[config.mk]
export PLATFORM = sky130hd
export DESIGN_NAME = bus_arbiter88
export DESIGN_NICKNAME = d
export VERILOG_FILES = /design/src/rtl/bus_arbiter88.sv
export SDC_FILE = /design/constraint.sdc
export NUM_CORES = 1
export LEC_CHECK = 0
export ABC_CLOCK_PERIOD_IN_PS = 4850
export BUFFER_PORTS_ARGS = -buffer_cell sky130_fd_sc_hd__buf_4
export CORE_ASPECT_RATIO = 0.5
export CORE_UTILIZATION = 30
export CTS_CLUSTER_SIZE = 25
export DETAILED_ROUTE_END_ITERATION = 12
export GPL_ROUTABILITY_DRIVEN = 0
export PLACE_DENSITY = 0.7
export SYNTH_ARGS = -nofsm -noshare
export SYNTH_HDL_FRONTEND = slang
export SYNTH_SLANG_ARGS = --single-unit
[constraint.sdc]
create_clock -name clock -period 4.85 [get_ports clock]
set_input_delay 1.455 -clock clock [delete_from_list [all_inputs] [get_ports clock]]
set_output_delay 1.455 -clock clock [all_outputs]
set_load 0.02 [all_outputs]
[src/rtl/bus_arbiter88.sv]
// Two-master memory arbiter: core88 CPU (default owner) vs. a DMA requester.
// DMA bursts are capped at DMA_BURST cycles; the CPU always keeps at least CPU_MIN cycles between bursts.
module bus_arbiter88 #(
  parameter int DMA_BURST = 4,
  parameter int CPU_MIN   = 1
) (
  input  logic        clock,
  input  logic        reset,
  input  logic        pll_locked,
  input  logic [19:0] cpu_address,
  input  logic [7:0]  cpu_data,
  input  logic        cpu_wreq,
  output logic        cpu_locked,
  output logic [7:0]  cpu_bus,
  input  logic        dma_req,
  input  logic [19:0] dma_address,
  input  logic [7:0]  dma_wdata,
  input  logic        dma_we,
  output logic        dma_ack,
  output logic [7:0]  dma_rdata,
  output logic [19:0] mem_address,
  output logic [7:0]  mem_out,
  output logic        mem_wreq,
  input  logic [7:0]  mem_in
);

  typedef enum logic {S_CPU = 1'b0, S_DMA = 1'b1} state_t;

  localparam logic [8:0] CPU_MIN9   = 9'(CPU_MIN);
  localparam logic [7:0] BURST_LAST = 8'(DMA_BURST - 1);

  state_t      state, state_nxt;
  logic [7:0]  cnt, cnt_nxt;
  logic        run;

  // Grants are only live with a good clock and outside reset.
  assign run = pll_locked & ~reset;

  always_ff @(posedge clock) begin
    if (reset) begin
      state <= S_CPU;
      cnt   <= 8'd0;
    end else begin
      state <= state_nxt;
      cnt   <= cnt_nxt;
    end
  end

  // cnt counts CPU cycles since the last burst in S_CPU, burst cycles in S_DMA.
  always_comb begin
    state_nxt = state;
    cnt_nxt   = cnt;
    if (pll_locked) begin
      unique case (state)
        S_CPU: begin
          cnt_nxt = (cnt == 8'hFF) ? cnt : cnt + 8'd1;
          if (dma_req && ({1'b0, cnt} + 9'd1 >= CPU_MIN9)) begin
            state_nxt = S_DMA;
            cnt_nxt   = 8'd0;
          end
        end
        S_DMA: begin
          if (!dma_req || cnt == BURST_LAST) begin
            state_nxt = S_CPU;
            cnt_nxt   = 8'd0;
          end else begin
            cnt_nxt = cnt + 8'd1;
          end
        end
      endcase
    end
  end

  assign cpu_locked  = run & (state == S_CPU);
  assign dma_ack     = run & (state == S_DMA) & dma_req;

  assign mem_address = (state == S_DMA) ? dma_address : cpu_address;
  assign mem_out     = (state == S_DMA) ? dma_wdata   : cpu_data;
  // A stalled core keeps wreq asserted; gating with cpu_locked keeps it off the bus.
  assign mem_wreq    = (state == S_DMA) ? (dma_we & dma_ack) : (cpu_wreq & cpu_locked);

  assign cpu_bus     = mem_in;
  assign dma_rdata   = mem_in;

endmodule

==> Yosys cells after proc, flatten, opt, wreduce, memory -nomap -nowiden <==
Index checks and enable logic that the tools add are counted.
{ "totals": {"output_inout_bits": 47, "elab_cells": 30, "inputBits": 70, "reg_bits": 9} }
{ "op_classes": {"n_bitwise": 8, "n_lt_le_gt_ge": 1, "reduce_logical": 4, "add_sub_neg": 2, "n_eq_ne": 3, "n_mux": 10} }
{ "ops": {"columns": ["op", "n"], "rows": [
  ["$mux 8", 4],
  ["$mux 20", 1],
  ["$pmux 8 s2", 1],
  ["$add 8x1->9 const B", 1],
  ["$ge 9x1->1 const B", 1],
  ["$add 8x1->8 const B", 1],
  ["$eq 8x2->1 const B", 1],
  ["$eq 8x8->1 const B", 1],
  ["$and 1x1->1", 6],
  ["$mux 1", 3],
  ["$ne 3x3->1 const B", 1],
  ["$not 1->1", 2],
  ["$pmux 1 s2", 1],
  ["$reduce_and 2->1", 1],
  ["$logic_and 1x1->1", 1],
  ["$logic_not 1->1", 1],
  ["$logic_or 1x1->1", 1]
]} }

==> Logic depth before layout (Yosys ltp) <==
Gate-level depths: netlist of run 1.
{ "depth": {"word_depth": 6, "mapped_depth": 7, "mapped_depth_nobuf": 6} }

==> Worst setup path before layout of run 1 <==
OpenSTA, ideal clock, no wires.
{ "synth_timing": {"path_kind": "input to output", "startpoint": "input port reset", "endpoint": "output port mem_wreq", "stages": 4, "required_time_ps": 3395, "t_arrival_ps": 2452, "path_buffers": 1, "path_slack_ps": 943, "cell_sequence": "clkbuf_1 -> nand2b_1 -> nor2_1 -> a22o_1"} }
{ "synth_between": {"word_cells_on_any_way": 8, "classes_between": "mux: 1; bitwise: 7"} }
{ "synth_rtl": {"columns": ["element", "line_no", "source"], "rows": [
  ["start: declaration", "8", "input logic reset,"],
  ["$not 1->1", "37", "assign run = pll_locked & ~reset;"],
  ["$and 1x1->1", "37", null],
  ["$and 1x1->1", "74", "assign cpu_locked = run & (state == S_CPU);"],
  ["net cpu_locked", "13", "output logic cpu_locked,"],
  ["$and 1x1->1", "80", "assign mem_wreq = (state == S_DMA) ? (dma_we & dma_ack) : (cpu_wreq & cpu_locked);"],
  ["$mux 1", "80", null],
  ["end: declaration", "23", "output logic mem_wreq,"]
]} }
The timed path passes the listed nets, and every way through them passes these cells.

==> Worst setup path in the final report of run 1 <==
{ "layout_timing": {"startpoint": "input port reset", "endpoint": "output port mem_wreq"} }
{ "layout_between": {"elab_chain_cells": 6, "word_cells_on_any_way": 8, "classes_between": "mux: 1; bitwise: 7"} }
{ "layout_lines": {"columns": ["element", "line_no", "source"], "rows": [
  ["$not 1->1 (*)", "37", null],
  ["$and 1x1->1 (*)", "37", null],
  ["$and 1x1->1 (2 in a row)", "75", "assign dma_ack = run & (state == S_DMA) & dma_req;"],
  ["$and 1x1->1", "80", null],
  ["$mux 1 (*)", "80", null]
]} }
Mark *: on every way between the ends. The rest lies on a longest branch, timed or not.

==> flow_metrics.tcl, run 1 <==
set metrics [dict create \
    status "complete, no violations" \
    drt_first_pass_iters 4 \
    r2r_cells 6 \
    r2r_setup_slack_ns 2.45 \
    max-slew-margin-rel_pct 60.5 \
    grt_start_max_net_pins 27 \
    netlist_area_um2 1140 \
    rr_startpoint "cnt[0]" \
    crit_chain "buf_4 > nand2b_1 > nor2_1 > a22o_1 > buf_4" \
    worstSetupStartpoint "reset" \
    hold_buffers 0 \
    skew_ns 0.0106 \
    fin_nets 280 \
    drt_wl_total_um 3390 \
    p_clk_share_pct 28.4 \
    ioPinCount 117 \
    drv_slew 0 \
    timing.rr.end "cnt[3]" \
    synth_ff_type "dfxtp_1" \
    clock.fmax_ghz 0.269 \
    ys_async_sr_fraction_pct 0 \
    combPwrFrac_pct 46.7 \
    numCtsBuffers 3 \
    worst_pin_slew_ns 0.591 \
    ys_ff_latch 9 \
    grt_remaining_overflow 0 \
    dp_hpwl_um 2800 \
    initial_utilization_pct 32.4 \
    grt_usage_pct 15.3 \
    rows 15 \
    setup_tns_ns 0 \
    hp-class "reg2reg" \
    io_buffers 92 \
    clockRootBuffer "clkbuf_8" \
    seqPwrFrac_pct 24.9 \
    clk_pin_slew_ns 0.05 \
    die_x_um 89.3 \
    p_int_mw 0.214 \
    cp.arrival_ns 2.26 \
    drtAntennaViolNets 0 \
    cts_resized 0 \
    power_switching_share_pct 31.9 \
    ys_types 34 \
    synth.top_cell.area_share_pct 27.6 \
    yosys.area.top_type "mux2_2" \
    regArea_um2 180 \
    hold_viol 0 \
    startpoint_type "input port" \
    endpoint "mem_wreq" \
    finalSetupViolations 0 \
    antenna_found_initial 0 \
    period_share_pct 76.7 \
    drv_cap 0 \
    via_per_inst 4.96 \
    synth_most_common_cell "mux2_2" \
    clkSinkCount 9 \
    p_leak_nw 0.808 \
    ys.warnings.count 0 \
    setup.worst_path.end_class "primary output" \
    vdd_drop_max_mv 0.0664 \
    fp.dieH_um 45.6 \
    fill_cells 340 \
    syn_inst 133 \
    grt_pass1_wl_um 4730 \
    crit_required_ns 3.39 \
    multi_input_area_um2 786 \
    cts_tree "done" \
    vias 1279 \
    powerDensity_nw_per_um2 175 \
    cp_common_cell "buf_4" \
    clock_latency_ns 0.24 \
    utilization_pct 51.0 \
    syn_area_per_cell_um2 8.59 \
    die_area_um2 4070 \
    post-cts-setup-buffers 0 \
    synth-edff-count 0 \
    grt_pass1_vias 1066 \
    synth_area_leaders "mux2_2 28%, dfxtp_1 16%, buf_4 11%" \
    rsz0062_at_grt "no" \
    crit_fanout 9 \
    drt_iter0_markers 85 \
    avgRoutedWirePerCell_um 13.1 \
    critPathSlowestCell "nand2b_1" \
    max_stage_delay_ns 0.19 \
    h-tree-depth 1 \
    yosysSeqAreaShare_pct 15.8 \
    power.switching_mw 0.100 \
    drive_gt1_share_pct 65.7 \
    synthTopCellsByCount "28 x mux2_2, 17 x buf_4, 9 x dfxtp_1, 8 x nand2_1, 7 x inv_1" \
    core-area_um2 3530 \
    ctsLongestPathBuffers 2 \
    synth_nets 205 \
    areaGrowthSynthToFinish_pct 57.6 \
    critPathKind "in2out" \
    diodes 0 \
    post-route-min-period_ns 3.72 \
    drc_errors 0 \
]
[worst max-delay path, delay by kind of cell]
family                 cells  cell delay, ns
AND/OR/NAND/NOR            2            0.37
AO/OA/AOI/OAI              1            0.16
buffers and inverters      2            0.28
[how the worst min path moves through the flow]
stage                 from  endpoint  depth (start not counted)
floorplan           cnt[1]    cnt[1]                          2
global placement    cnt[1]    cnt[1]                          2
detailed placement  cnt[1]    cnt[1]                          2
CTS                 cnt[1]    cnt[1]                          2
global route        cnt[1]    cnt[1]                          2
finish              cnt[1]    cnt[1]                          2
[per-stage QoR]
step | cells | total power [mW] | cell area (um2) | setup WS [ns] | hold WS, ns
finish | 258 | 0.315 | 1800 | 1.13 | 0.541
floorplan | 133 | 0.173 | 1140 | 0.943 | 0.486
global route | 258 | 0.327 | 1800 | 1.06 | 0.565
global placement | 254 | 0.225 | 1750 | 1.17 | 0.508
CTS | 258 | 0.316 | 1800 | 1.14 | 0.544
detailed placement | 254 | 0.227 | 1750 | 1.14 | 0.534
[placed cells by master (no fill, tap or decap), types with 3 or more instances in the layout]
master / n
nand3_1: 3
or2_2: 3
o21ai_0: 5
a21oi_1: 4
inv_1: 7
mux2_2: 28
nand2_1: 8
dfxtp_1: 9
buf_4: 93
clkbuf_8: 3
o41ai_2: 4
nor2_1: 4
or3_1: 4
a211oi_1: 6
[layer usage]
| layer | up-vias | global-route usage (%) | share of wire (%) |
|---|---|---|---|
| li1 | 632 | - | - |
| met4 | 0 | 5.71 | 1.1 |
| met5 | - | 0 | 0 |
| met3 | 7 | 1.81 | 4.9 |
| met1 | 604 | 19.5 | 42 |
| met2 | 36 | 27.2 | 52 |
[power by group through the flow]
stage	sequential (mW)	clock (mW)	combinational, mW
2_1_floorplan	0.0782	0	0.0947
3_3_place_gp	0.0798	0	0.145
3_5_place_dp	0.0799	0	0.148
4_1_cts	0.0783	0.0901	0.148
5_1_grt	0.0786	0.0931	0.156
6_report	0.0783	0.0895	0.147
[cells by family (layout without fill, tap and decap cells)]
| kind of cell | after synthesis | count (layout) | synth area share, % |
|---|---|---|---|
| compound gates | 33 | 33 | 24.2 |
| fa+ha+maj | 2 | 2 | 2.19 |
| buf+inv | 30 | 104 | 15.4 |
| flops | 9 | 9 | 15.8 |
| mux | 28 | 28 | 27.6 |
| simple gates | 31 | 31 | 14.8 |
[flip-flops by register name, indices dropped and copies added, names as in the netlist]
| signal | cells |
|---|---|
| cnt | 8 |
| state | 1 |
[cell type report]
cell class	count	area share [%]
multi-input combinational	94	43.6
inverter	7	1.46
clock inverter	1	0.278
tap	51	3.54
clock buffer	3	2.29
timing repair buffer	93	38.8
sequential	9	10.0
No activity file was read; power rests on OpenSTA's default activity.
==> inputs of run 2 (changes only) <==
--- a/config.mk
+++ b/config.mk
@@ -5,14 +5,14 @@
 export SDC_FILE = /design/constraint.sdc
 export NUM_CORES = 1
 export LEC_CHECK = 0
-export ABC_CLOCK_PERIOD_IN_PS = 4850
+export ABC_CLOCK_PERIOD_IN_PS = 3200
 export BUFFER_PORTS_ARGS = -buffer_cell sky130_fd_sc_hd__buf_4
 export CORE_ASPECT_RATIO = 0.5
 export CORE_UTILIZATION = 30
 export CTS_CLUSTER_SIZE = 25
 export DETAILED_ROUTE_END_ITERATION = 12
 export GPL_ROUTABILITY_DRIVEN = 0
-export PLACE_DENSITY = 0.7
+export PLACE_DENSITY = 0.73
 export SYNTH_ARGS = -nofsm -noshare
 export SYNTH_HDL_FRONTEND = slang
 export SYNTH_SLANG_ARGS = --single-unit
==> constraint.sdc (replaced) <==
create_clock -name clock -period 3.2 [get_ports clock]
set_input_delay 0.96 -clock clock [delete_from_list [all_inputs] [get_ports clock]]
set_output_delay 0.96 -clock clock [all_outputs]
set_load 0.02 [all_outputs]
==> run 2 against run 1 <==
Clock power up 55%. Critical endpoint unchanged. Sequential share of layout area down 0.062 points. Worst setup slack worse by 0.68 ns. Highest routed layer unchanged.
==> flow_metrics.tcl, run 2 (synthesis results as in run 1) <==
set metrics [dict create \
    post-cts-setup-buffers 0 \
    drtAntennaViolNets 0 \
    cp.arrival_ns 1.79 \
    initial_utilization_pct 32.4 \
    multi_input_area_um2 786 \
    rsz0062_at_grt "no" \
    grt_usage_pct 16.7 \
    cts_resized 0 \
    skew_ns 0.00323 \
    die_area_um2 4070 \
    die_x_um 89.3 \
    numCtsBuffers 3 \
    startpoint_type "input port" \
    reg_top3 "cnt x8, state x1" \
    power.switching_mw 0.155 \
    busiest_layer "met2" \
    final_cells 258 \
    grt_pass1_vias 1197 \
    fin_hold_ws_ns 0.529 \
    seqPwrFrac_pct 24.8 \
    period_share_pct 85.9 \
    worst_pin_slew_ns 0.545 \
    cts_tree "done" \
    finalSetupViolations 0 \
    drt_wl_total_um 3500 \
    max_stage_delay_ns 0.19 \
    hold_buffers 0 \
    regMostFlops "cnt" \
    fin_area_um2 1810 \
    avgRoutedWirePerCell_um 13.5 \
    drt_iter0_markers 89 \
    cp_num_buf_inv 2 \
    io_buffers 92 \
    dp_hpwl_um 2850 \
    cp_common_cell "buf_4" \
    drc_errors 0 \
    ioPinCount 117 \
    crit_fanout 9 \
    diodes 0 \
    grt_use_met3_pct 3.26 \
    powerDensity_nw_per_um2 267 \
    core-area_um2 3530 \
    drt_first_pass_iters 4 \
    drive_gt1_share_pct 65.2 \
    h-tree-depth 1 \
    max-slew-margin-rel_pct 63.6 \
    p_clk_share_pct 28.6 \
    clockRootBuffer "clkbuf_8" \
    placed_cells 254 \
    most-common-layout-cells "92 x buf_4, 28 x mux2_2, 9 x dfxtp_1" \
    power_switching_share_pct 32.0 \
    regArea_um2 180 \
    clk_pin_slew_ns 0.05 \
    via_per_inst 4.84 \
    hold_viol 0 \
    met1_usage_pct 21.6 \
    crit_chain "buf_4 > nand2b_1 > nor2_1 > a22o_1 > buf_4" \
    drv_slew 0 \
    fin_nets 280 \
    clock_latency_ns 0.24 \
    antenna_found_initial 0 \
    critPathKind "in2out" \
    dpl_cell_area_um2 1770 \
    timing.critical_path.max_delay_family "simple AND/OR/NAND/NOR gates" \
    areaGrowthSynthToFinish_pct 58.6 \
    fill_cells 353 \
    post-route-min-period_ns 2.75 \
    setup_tns_ns 0 \
    grt_start_max_net_pins 25 \
    p_leak_nw 0.808 \
    grt.met2_usage_pct 29.2 \
    combPwrFrac_pct 46.6 \
    largest_register_ffs 8 \
    setup.worst_path.end_class "primary output" \
    clock.fmax_ghz 0.364 \
    status "complete, no violations" \
    grt_remaining_overflow 0 \
    drv_cap 0 \
    crit_required_ns 2.24 \
    vdd_drop_max_mv 0.125 \
    rows 15 \
    final_common_cell "buf_4" \
    grt_pass1_wl_um 5220 \
    vias 1248 \
    fp.dieH_um 45.6 \
    clkSinkCount 9 \
    hp-class "reg2reg" \
    p_int_mw 0.329 \
    critPathSlowestCell "nand2b_1" \
    ctsLongestPathBuffers 2 \
]
run 2: changes by cell type in the layout (fill, tap and decap cells not counted), sizes merged:
cell    change
clkbuf      +1
clkinv      -1
run 2: path summary, 6_finish.rpt:
path,from,endpoint,slack [ns],cells past startpoint
max,reset,mem_wreq,0.45,5
min,cnt[1],cnt[1],0.53,2
max reg2reg,cnt[0],cnt[6],0.79,6
min reg2reg,cnt[1],cnt[1],0.53,2
run 2: area by class of cell:
type	count	share of cell area (%)
multi-input combinational	94	43.4
sequential	9	9.94
tap	51	3.52
timing repair buffer	93	39.2
inverter	7	1.45
clock buffer	4	2.49
run 2: routing by layer:
metal	up-vias	wire length (um)
met5	-	0
li1	627	-
met2	50	1820
met4	0	15
met1	569	1430
met3	2	232
run 2: through the flow:
stage	setup WS, ns	power [mW]	util [%]
after floorplan	0.283	0.262	-
after global placement	0.498	0.344	50.1
after detailed placement	0.466	0.348	50.1
after CTS	0.462	0.486	51.3
after global routing	0.395	0.504	51.3
final	0.450	0.484	51.3
run 2: power groups by stage:
stage                     clock network (mW)  registers (mW)  logic (mW)
after floorplan                            0           0.118       0.144
after global placement                     0           0.122       0.222
after detailed placement                   0           0.122       0.226
after CTS                              0.139           0.120       0.227
after global routing                   0.143           0.120       0.241
final                                  0.139           0.120       0.226
run 2: worst register-to-register path, delay by kind of cell, from the launching register on:
kind	cells	cell delay (ns)
AO/OA/AOI/OAI	3	0.86
adder cells (fa/ha/maj)	1	0.34
AND/OR/NAND/NOR	2	0.64
flip-flops	1	0.43
==> inputs of run 3 (changes only) <==
--- a/config.mk
+++ b/config.mk
@@ -7,12 +7,15 @@
 export LEC_CHECK = 0
 export ABC_CLOCK_PERIOD_IN_PS = 3200
 export BUFFER_PORTS_ARGS = -buffer_cell sky130_fd_sc_hd__buf_4
+export CELL_PAD_IN_SITES_DETAIL_PLACEMENT = 1
+export CELL_PAD_IN_SITES_GLOBAL_PLACEMENT = 2
 export CORE_ASPECT_RATIO = 0.5
-export CORE_UTILIZATION = 30
+export CORE_UTILIZATION = 15
 export CTS_CLUSTER_SIZE = 25
 export DETAILED_ROUTE_END_ITERATION = 12
 export GPL_ROUTABILITY_DRIVEN = 0
-export PLACE_DENSITY = 0.73
+export PLACE_DENSITY_LB_ADDON = 0.1
+export SKIP_CTS_REPAIR_TIMING = 1
 export SYNTH_ARGS = -nofsm -noshare
 export SYNTH_HDL_FRONTEND = slang
 export SYNTH_SLANG_ARGS = --single-unit
==> run 3 against run 2 <==
The flow now finishes with violations (DRC). Critical path depth is the same. Core utilization is 25 points lower. Wire length is 20% higher. Combinational power about the same. Count of clock-buffer cells in the layout stayed put. Sequential share of layout area shrank 0.47 points. Clock skew is 0.0020 ns lower. Final cell count grew 17%. Hold slack improved by 0.019 ns. Register-to-register slack got worse by 0.07 ns. Critical path type unchanged.
==> flow_metrics.tcl, run 3 (synthesis results as in run 1) <==
set metrics [dict create \
    vias 1276 \
    clock_latency_ns 0.23 \
    numCtsBuffers 3 \
    grt_start_max_net_pins 22 \
    finalSetupViolations 0 \
    powerDensity_nw_per_um2 300 \
    grt_pass1_wl_um 6770 \
    antenna_found_initial 0 \
    areaGrowthSynthToFinish_pct 66.5 \
    drtAntennaViolNets 0 \
    most-common-layout-cells "92 x buf_4, 28 x mux2_2, 9 x dfxtp_1" \
    crit_fanout 9 \
    clock.fmax_ghz 0.368 \
    clkSinkCount 9 \
    placed_cells 299 \
    vdd_drop_max_mv 0.164 \
    reg_top3 "cnt x8, state x1" \
    fp.dieH_um 63.7 \
    final_cells 303 \
    hold_viol 0 \
    startpoint_type "input port" \
    h-tree-depth 1 \
    skew_ns 0.00127 \
    drv_cap 0 \
    r2r_cells 6 \
    period_share_pct 84.9 \
    grt_pass1_vias 1361 \
    dp_hpwl_um 3540 \
    crit_required_ns 2.24 \
    die_area_um2 7990 \
    critPathKind "in2out" \
    hp-class "reg2reg" \
    post-route-min-period_ns 2.72 \
    io_buffers 92 \
    regMostFlops "cnt" \
    grt_usage_pct 10.6 \
    avgRoutedWirePerCell_um 13.8 \
    ioPinCount 117 \
    rows 22 \
    drc_errors 1 \
    largest_register_ffs 8 \
    status "complete, but fails checks" \
    violations "DRC" \
    max-slew-margin-rel_pct 57.8 \
    rsz0062_at_grt "no" \
    via_per_inst 4.21 \
    worst_pin_slew_ns 0.632 \
    fin_nets 280 \
    fill_cells 850 \
    hold_depth 2 \
    p_leak_nw 0.823 \
    core-area_um2 7350 \
    drt_first_pass_iters 8 \
    drt_wl_total_um 4190 \
    cts_tree "done" \
    drt_iter0_markers 51 \
    diodes 0 \
    setup.worst_path.end_class "primary output" \
    cp.arrival_ns 1.76 \
    drv_slew 0 \
    grt_remaining_overflow 0 \
    clk_pin_slew_ns 0.04 \
    drive_gt1_share_pct 65.2 \
    die_x_um 125 \
    ctsLongestPathBuffers 2 \
    final_common_cell "buf_4" \
    setup_tns_ns 0 \
    initial_utilization_pct 15.5 \
    clockRootBuffer "clkbuf_16" \
]
==> run 3: cell counts in the layout (fill, tap and decap cells not counted) <==
No cell type changed its count.
==> run 3: final timing paths <==
| path | slack [ns] | end | from |
|---|---|---|---|
| max | 0.48 | mem_wreq | reset |
| max reg2reg | 0.72 | cnt[3] | cnt[0] |
| min reg2reg | 0.55 | cnt[1] | cnt[1] |
| min | 0.55 | cnt[1] | cnt[1] |
==> run 3: layout make-up <==
class | count | area, um2 | area share, %
inverters | 7 | 26.3 | 1.38
well taps | 96 | 120 | 6.32
repair buffers | 93 | 711 | 37.4
clock buffers | 4 | 78.8 | 4.14
flip-flops and latches | 9 | 180 | 9.47
multi-input cells | 94 | 786 | 41.3
==> run 3: critical path, cell delays in order <==
cell and delay [ns]:
buf_4 0.14, nand2b_1 0.21, nor2_1 0.16, a22o_1 0.15, buf_4 0.13
==> run 3: where the power goes <==
part	internal, mW	leakage (nW)	total (mW)	switching [mW]
logic	0.127	0.712	0.225	0.0983
registers	0.115	0.0728	0.122	0.00671
clock network	0.167	0.0382	0.223	0.0562
==> run 3: metrics by stage <==
step	total power, mW	utilization (%)	hold WS [ns]	setup slack, ns	cell area (um2)
global placement	0.352	24.8	0.537	0.495	1820
CTS	0.577	25.9	0.555	0.453	1900
detailed placement	0.352	24.8	0.550	0.471	1820
finish	0.570	25.9	0.548	0.483	1900
global route	0.595	25.9	0.582	0.353	1900
floorplan	0.262	-	0.486	0.283	1140
==> run 3: routing by layer <==
metal  share of wire (%)  up-vias  GRT usage (%)
li1                    -      626              -
met1                  41      589           12.0
met2                  51       57           19.8
met3                 7.3        4           3.06
met4                0.62        0           2.29
met5                   0        -              0
